===== config.mk =====
export PLATFORM = sky130hd
export DESIGN_NAME = mux_n_pipe
export DESIGN_NICKNAME = d
export VERILOG_FILES = /design/src/rtl/mux_n_pipe.sv
export SDC_FILE = /design/constraint.sdc
export NUM_CORES = 1
export LEC_CHECK = 0
export ABC_AREA = 1
export BUFFER_PORTS_ARGS = -buffer_cell sky130_fd_sc_hd__buf_2
export CORE_UTILIZATION = 37
export DETAILED_ROUTE_END_ITERATION = 10
export GPL_TIMING_DRIVEN = 0
export PLACE_DENSITY = 0.87
export SYNTH_ARGS = -nofsm -noshare
export SYNTH_HDL_FRONTEND = slang
export SYNTH_SLANG_ARGS = --single-unit

===== constraint.sdc =====
create_clock -name clk -period 2.65 [get_ports clk]
set_clock_uncertainty 0.05 [all_clocks]
set_input_delay 0.265 -clock clk [delete_from_list [all_inputs] [get_ports clk]]
set_output_delay 0.265 -clock clk [all_outputs]
set_load 0.1 [all_outputs]

===== src/rtl/mux_n_pipe.sv =====
// N-to-1 valid/ready multiplexer with a single registered output stage.
// Optional round-robin arbitration is built when MUX_N_PIPE_RR_EN is defined.
module mux_n_pipe #(
   parameter int WIDTH    = 32,
   parameter int CHANNELS = 4,
   parameter int SEL_W    = 2
) (
   input  logic                      clk,
   input  logic                      rst_n,
   input  logic [CHANNELS*WIDTH-1:0] in_data,
   input  logic [CHANNELS-1:0]       in_valid,
   output logic [CHANNELS-1:0]       in_ready,
   input  logic [SEL_W-1:0]          sel,
   input  logic                      rr_mode,
   output logic [WIDTH-1:0]          out_data,
   output logic [SEL_W-1:0]          out_chan,
   output logic                      out_valid,
   input  logic                      out_ready,
   output logic                      dbg_state
);

   // Handshake: a word moves on any channel or on the output only in a cycle
   // where both valid and ready are high at the rising edge; valid never
   // waits on ready, and ready is one-hot or zero across the input channels.

   typedef enum logic {
      S_EMPTY = 1'b0,
      S_FULL  = 1'b1
   } state_t;

   localparam logic [SEL_W:0] CH_LIMIT = (SEL_W+1)'(CHANNELS);

   state_t             state_q, state_d;
   logic               accept_en;
   logic               chosen_vld;
   logic [SEL_W-1:0]   chosen_idx;
   logic [WIDTH-1:0]   chosen_data;
   logic               xfer;

   function automatic logic [SEL_W-1:0] wrap_add(input logic [SEL_W-1:0] base, input int k);
      int s;
      s = int'(base) + k;
      if (s >= CHANNELS) s = s - CHANNELS;
      return s[SEL_W-1:0];
   endfunction

`ifdef MUX_N_PIPE_RR_EN
   logic [SEL_W-1:0]    ptr_q;
   logic [CHANNELS-1:0] rot_valid;
   int                  rr_off;
   logic                rr_any;

   // Rotating the valid vector by ptr turns the wrap-around scan into a
   // plain lowest-index priority pick.
   always_comb begin
      rot_valid = CHANNELS'({in_valid, in_valid} >> ptr_q);
      rr_off    = 0;
      rr_any    = 1'b0;
      for (int k = CHANNELS-1; k >= 0; k--) begin
         if (rot_valid[k]) begin
            rr_off = k;
            rr_any = 1'b1;
         end
      end
   end
`else
   logic rr_unused;
   assign rr_unused = rr_mode;
`endif

   always_comb begin
      chosen_vld = 1'b0;
      chosen_idx = '0;
      if ({1'b0, sel} < CH_LIMIT) begin
         chosen_vld = 1'b1;
         chosen_idx = sel;
      end
`ifdef MUX_N_PIPE_RR_EN
      if (rr_mode) begin
         chosen_vld = rr_any;
         chosen_idx = wrap_add(ptr_q, rr_off);
      end
`endif
   end

   assign accept_en = (state_q == S_EMPTY) || out_ready;

   always_comb begin
      in_ready    = '0;
      chosen_data = '0;
      for (int i = 0; i < CHANNELS; i++) begin
         in_ready[i] = rst_n && accept_en && chosen_vld && (chosen_idx == SEL_W'(i));
         if (chosen_idx == SEL_W'(i)) chosen_data = in_data[i*WIDTH +: WIDTH];
      end
   end

   assign xfer = |(in_valid & in_ready);

   always_comb begin
      state_d = state_q;
      case (state_q)
         S_EMPTY: if (xfer) state_d = S_FULL;
         S_FULL:  if (out_ready && !xfer) state_d = S_EMPTY;
         default: state_d = S_EMPTY;
      endcase
   end

   always_ff @(posedge clk or negedge rst_n) begin
      if (!rst_n) begin
         state_q  <= S_EMPTY;
         out_data <= '0;
         out_chan <= '0;
      end else begin
         state_q <= state_d;
         if (xfer) begin
            out_data <= chosen_data;
            out_chan <= chosen_idx;
         end
      end
   end

`ifdef MUX_N_PIPE_RR_EN
   // ptr only advances on a round-robin grant; explicit traffic leaves it alone.
   always_ff @(posedge clk or negedge rst_n) begin
      if (!rst_n) begin
         ptr_q <= '0;
      end else if (rr_mode && xfer) begin
         ptr_q <= wrap_add(chosen_idx, 1);
      end
   end
`endif

   assign out_valid = (state_q == S_FULL);
   assign dbg_state = state_q;

endmodule


==> metrics.md <==
| Metric | Value |
|---|---|
| Combinational power share | `59.6%` |
| Vias/cell | `4.96` |
| Worst Setup End Kind | `output pin` |
| Setup Fix Bufs, Post-CTS | `0` |
| Initial core utilization | `39.2%` |
| Met1 usage | `a little under a third` |
| Htree depth | `2` |
| Post-route antenna net violation count | `0` |
| Design area | `roughly 0.0033 mm^2` |
| Number of global-route vias before repair | `~2.7k` |
| Total GRT Usage | `approximately a quarter` |
| Sequential Power Share | `27.7%` |
| Status | `finished clean` |
| Part of the cycle the worst path needs | `between 80 and 90%` |
| Die H | `between 70 and 80 um` |
| Flop2flop setup slack | `950 ps` |
| Required @ worst endpoint | `between 2000 and 2500 ps` |
| FF-to-FF Start | `dbg_state` |
| Peak Freq | `approximately 430 MHz` |
| Most frequent cells in the layout | `nand2_1 (200), buf_2 (185), dfrtp_1 (35)` |
| Placed insts | `591` |
| Clock network power share | `approximately 13%` |
| First-pass GRT wire length | `around 12,000 um` |
| DRC Markers | `0` |
| Placed cell area | `between 0.003 and 0.004 mm^2` |
| Placer Congestion | `0.829` |
| Pwr Total | `between 2 and 3 mW` |
| CTS max path bufs | `2` |
| Worst hold path type | `primary input to async pin` |
| DRT Wirelength | `approximately 8000 um` |
| Final HPWL DP | `approximately 6000 um` |
| Final Hold Fails | `0` |
| CTS buffer count | `5` |
| Rel. slew slack | `between 40% and 50%` |
| Maximum VDD drop | `627 uV` |
| Sw Share | `approximately 58%` |
| Cell depth of the worst flop-to-flop path | `7` |
| Busiest layer in global routing | `met2` |
| Finished Layout Cells | `roughly 600` |
| Final setup vio count | `0` |
| Synth cell types | `17` |
| Reg clk slew, reported paths | `about 70 ps` |
| RSZ-0062 raised after global routing | `no` |
| PwrDens | `between 800 and 900 mW/mm^2` |
| GRT met2 Usage | `roughly 47%` |
| Syn Nets | `around 480` |
| Crit path max fanout | `38` |
| Synth warnings | `0` |
| Syn Inst Count | `343` |
| Max_cap viols | `0` |
| NetSw | `between 1.5 and 2 mW` |
| N_diodes | `0` |
| Synth Register Bits | `35` |
| Clock root cell | `clkbuf_8` |
| Final min period | `2330 ps` |
| Part of the Yosys area used for sequential elements | `about two fifths` |
| Startpoint Class | `primary input` |
| I/O Buffers | `176` |
| Crit path kind | `primary input to output pin` |
| DRT Pass-1 Iters | `4` |
| Netlist Area Pre-Place | `0.00220 mm^2` |
| Commonest non-fill, non-tap cell in the layout | `nand2_1` |
| Lkg Pwr | `between 1.5 and 2 nW` |
| Hold-fix buffers at CTS | `0` |
| Share of layout cells above drive strength 1 | `about two fifths` |
| Largest net degree at the start of global routing | `39` |
| Tightest Pin Transition | `about 820 ps` |
| Site row count | `27` |
| R2R Path End | `out_data[20]` |
| Clock Sink Count | `35` |
| Setup WS pre-CTS | `between 200 and 300 ps` |
| I/O pin count | `between 150 and 200` |
| Worst-Skew Late Latency | `around 280 ps` |
| Layout overhead on the synthesized area | `48.3%` |
| Post-CTS Resized | `0` |
| Internal Power | `1.11 mW` |
| DR iter-0 viols | `130` |
| Max Slew Vio Count | `0` |
| Worst setup margin | `approximately 320 ps` |
| Met3 GRT Util | `around 5.6%` |
| Die ar. | `around 0.0062 mm^2` |
| CORE AREA | `around 0.0056 mm^2` |
| Nets | `around 660` |
| Via Count | `slightly below 3k` |
| CTS tree | `done` |
| Routed wire per std cell | `13.4 um` |
| Final Util | `58.1%` |
| Overflow left after global routing | `0` |
| Initial antenna violation count | `0` |
| Arrival time worst endpoint | `about 2000 ps` |
| Chip width | `approximately 79 um` |
| Post-Syn Area per Cell | `between 6 and 7 um^2` |
## how the worst max path moves through the flow
stage | startpoint | end | slack [ps]
3_3_place_gp | rst_n | in_ready[2] | 400
5_1_grt | rst_n | in_ready[2] | 90
2_1_floorplan | dbg_state | in_ready[0] | -70
3_5_place_dp | rst_n | in_ready[2] | 290
6_report | rst_n | in_ready[2] | 320
4_1_cts | rst_n | in_ready[2] | 290
## routing by layer
layer	part of all wire (%)	vias up
met4	0.55	0
met1	42	1353
li1	-	1478
met3	6.1	4
met5	0	-
met2	51	129
## flip-flops by register name, summed over array words and instances (netlist names)
register and flops:
out_data 32, out_chan 2, dbg_state 1
## synth_stat cells
library cell / number / area [um^2]
buf_4: 1 / 7.51
clkbuf_1: 12 / 45.0
nand3_1: 2 / 10.0
inv_2: 3 / 11.3
inv_1: 4 / 15.0
nand2_2: 1 / 6.26
nand2_1: 200 / 751
nor2_2: 2 / 12.5
o21ai_0: 31 / 155
o21ai_1: 2 / 10.0
nor3_1: 3 / 15.0
buf_2: 9 / 45.0
dfrtp_1: 35 / 876
a21oi_1: 1 / 5.00
nand4_1: 34 / 213
nor2_4: 1 / 11.3
nor2_1: 2 / 7.51
## logic make-up after synthesis
| family | Yosys count | share of synthesized area, % |
|---|---|---|
| AOI/OAI and AO/OA | 34 | 7.75 |
| buffers and inverters | 29 | 5.64 |
| DFF | 35 | 39.9 |
| and+or+nand+nor | 245 | 46.7 |
## layout make-up
cell class	count	area, um^2
fill	573	2350
inverter	7	26.3
multi-input combinational	279	1210
timing repair buffer	176	881
sequential	35	876
clock buffer	6	72.6
tap	72	90.1
buffer	22	97.6
## power by group through the flow
stage               combinational (mW)  clock, mW  sequential [mW]
finish                            1.60      0.339            0.744
global route                      1.67      0.376            0.759
CTS                               1.60      0.358            0.741
detailed placement                1.60          0            0.744
global placement                  1.59          0            0.743
floorplan                        0.266          0             1.73
## per-stage QoR
step / TNS (ps) / hold WS [ps]
final: 0 / 33.5
after global routing: 0 / 93.2
after floorplan: -218 / -80.6
after CTS: 0 / 58.6
after global placement: 0 / 338
after detailed placement: 0 / 362
## worst max-delay path, stage by stage
cell and delay [ps]:
buf_2 620, inv_1 90, a21oi_1 250, inv_1 170, nor3_2 140, buf_2 450
Note: power is estimated with default switching activity, not from simulation.
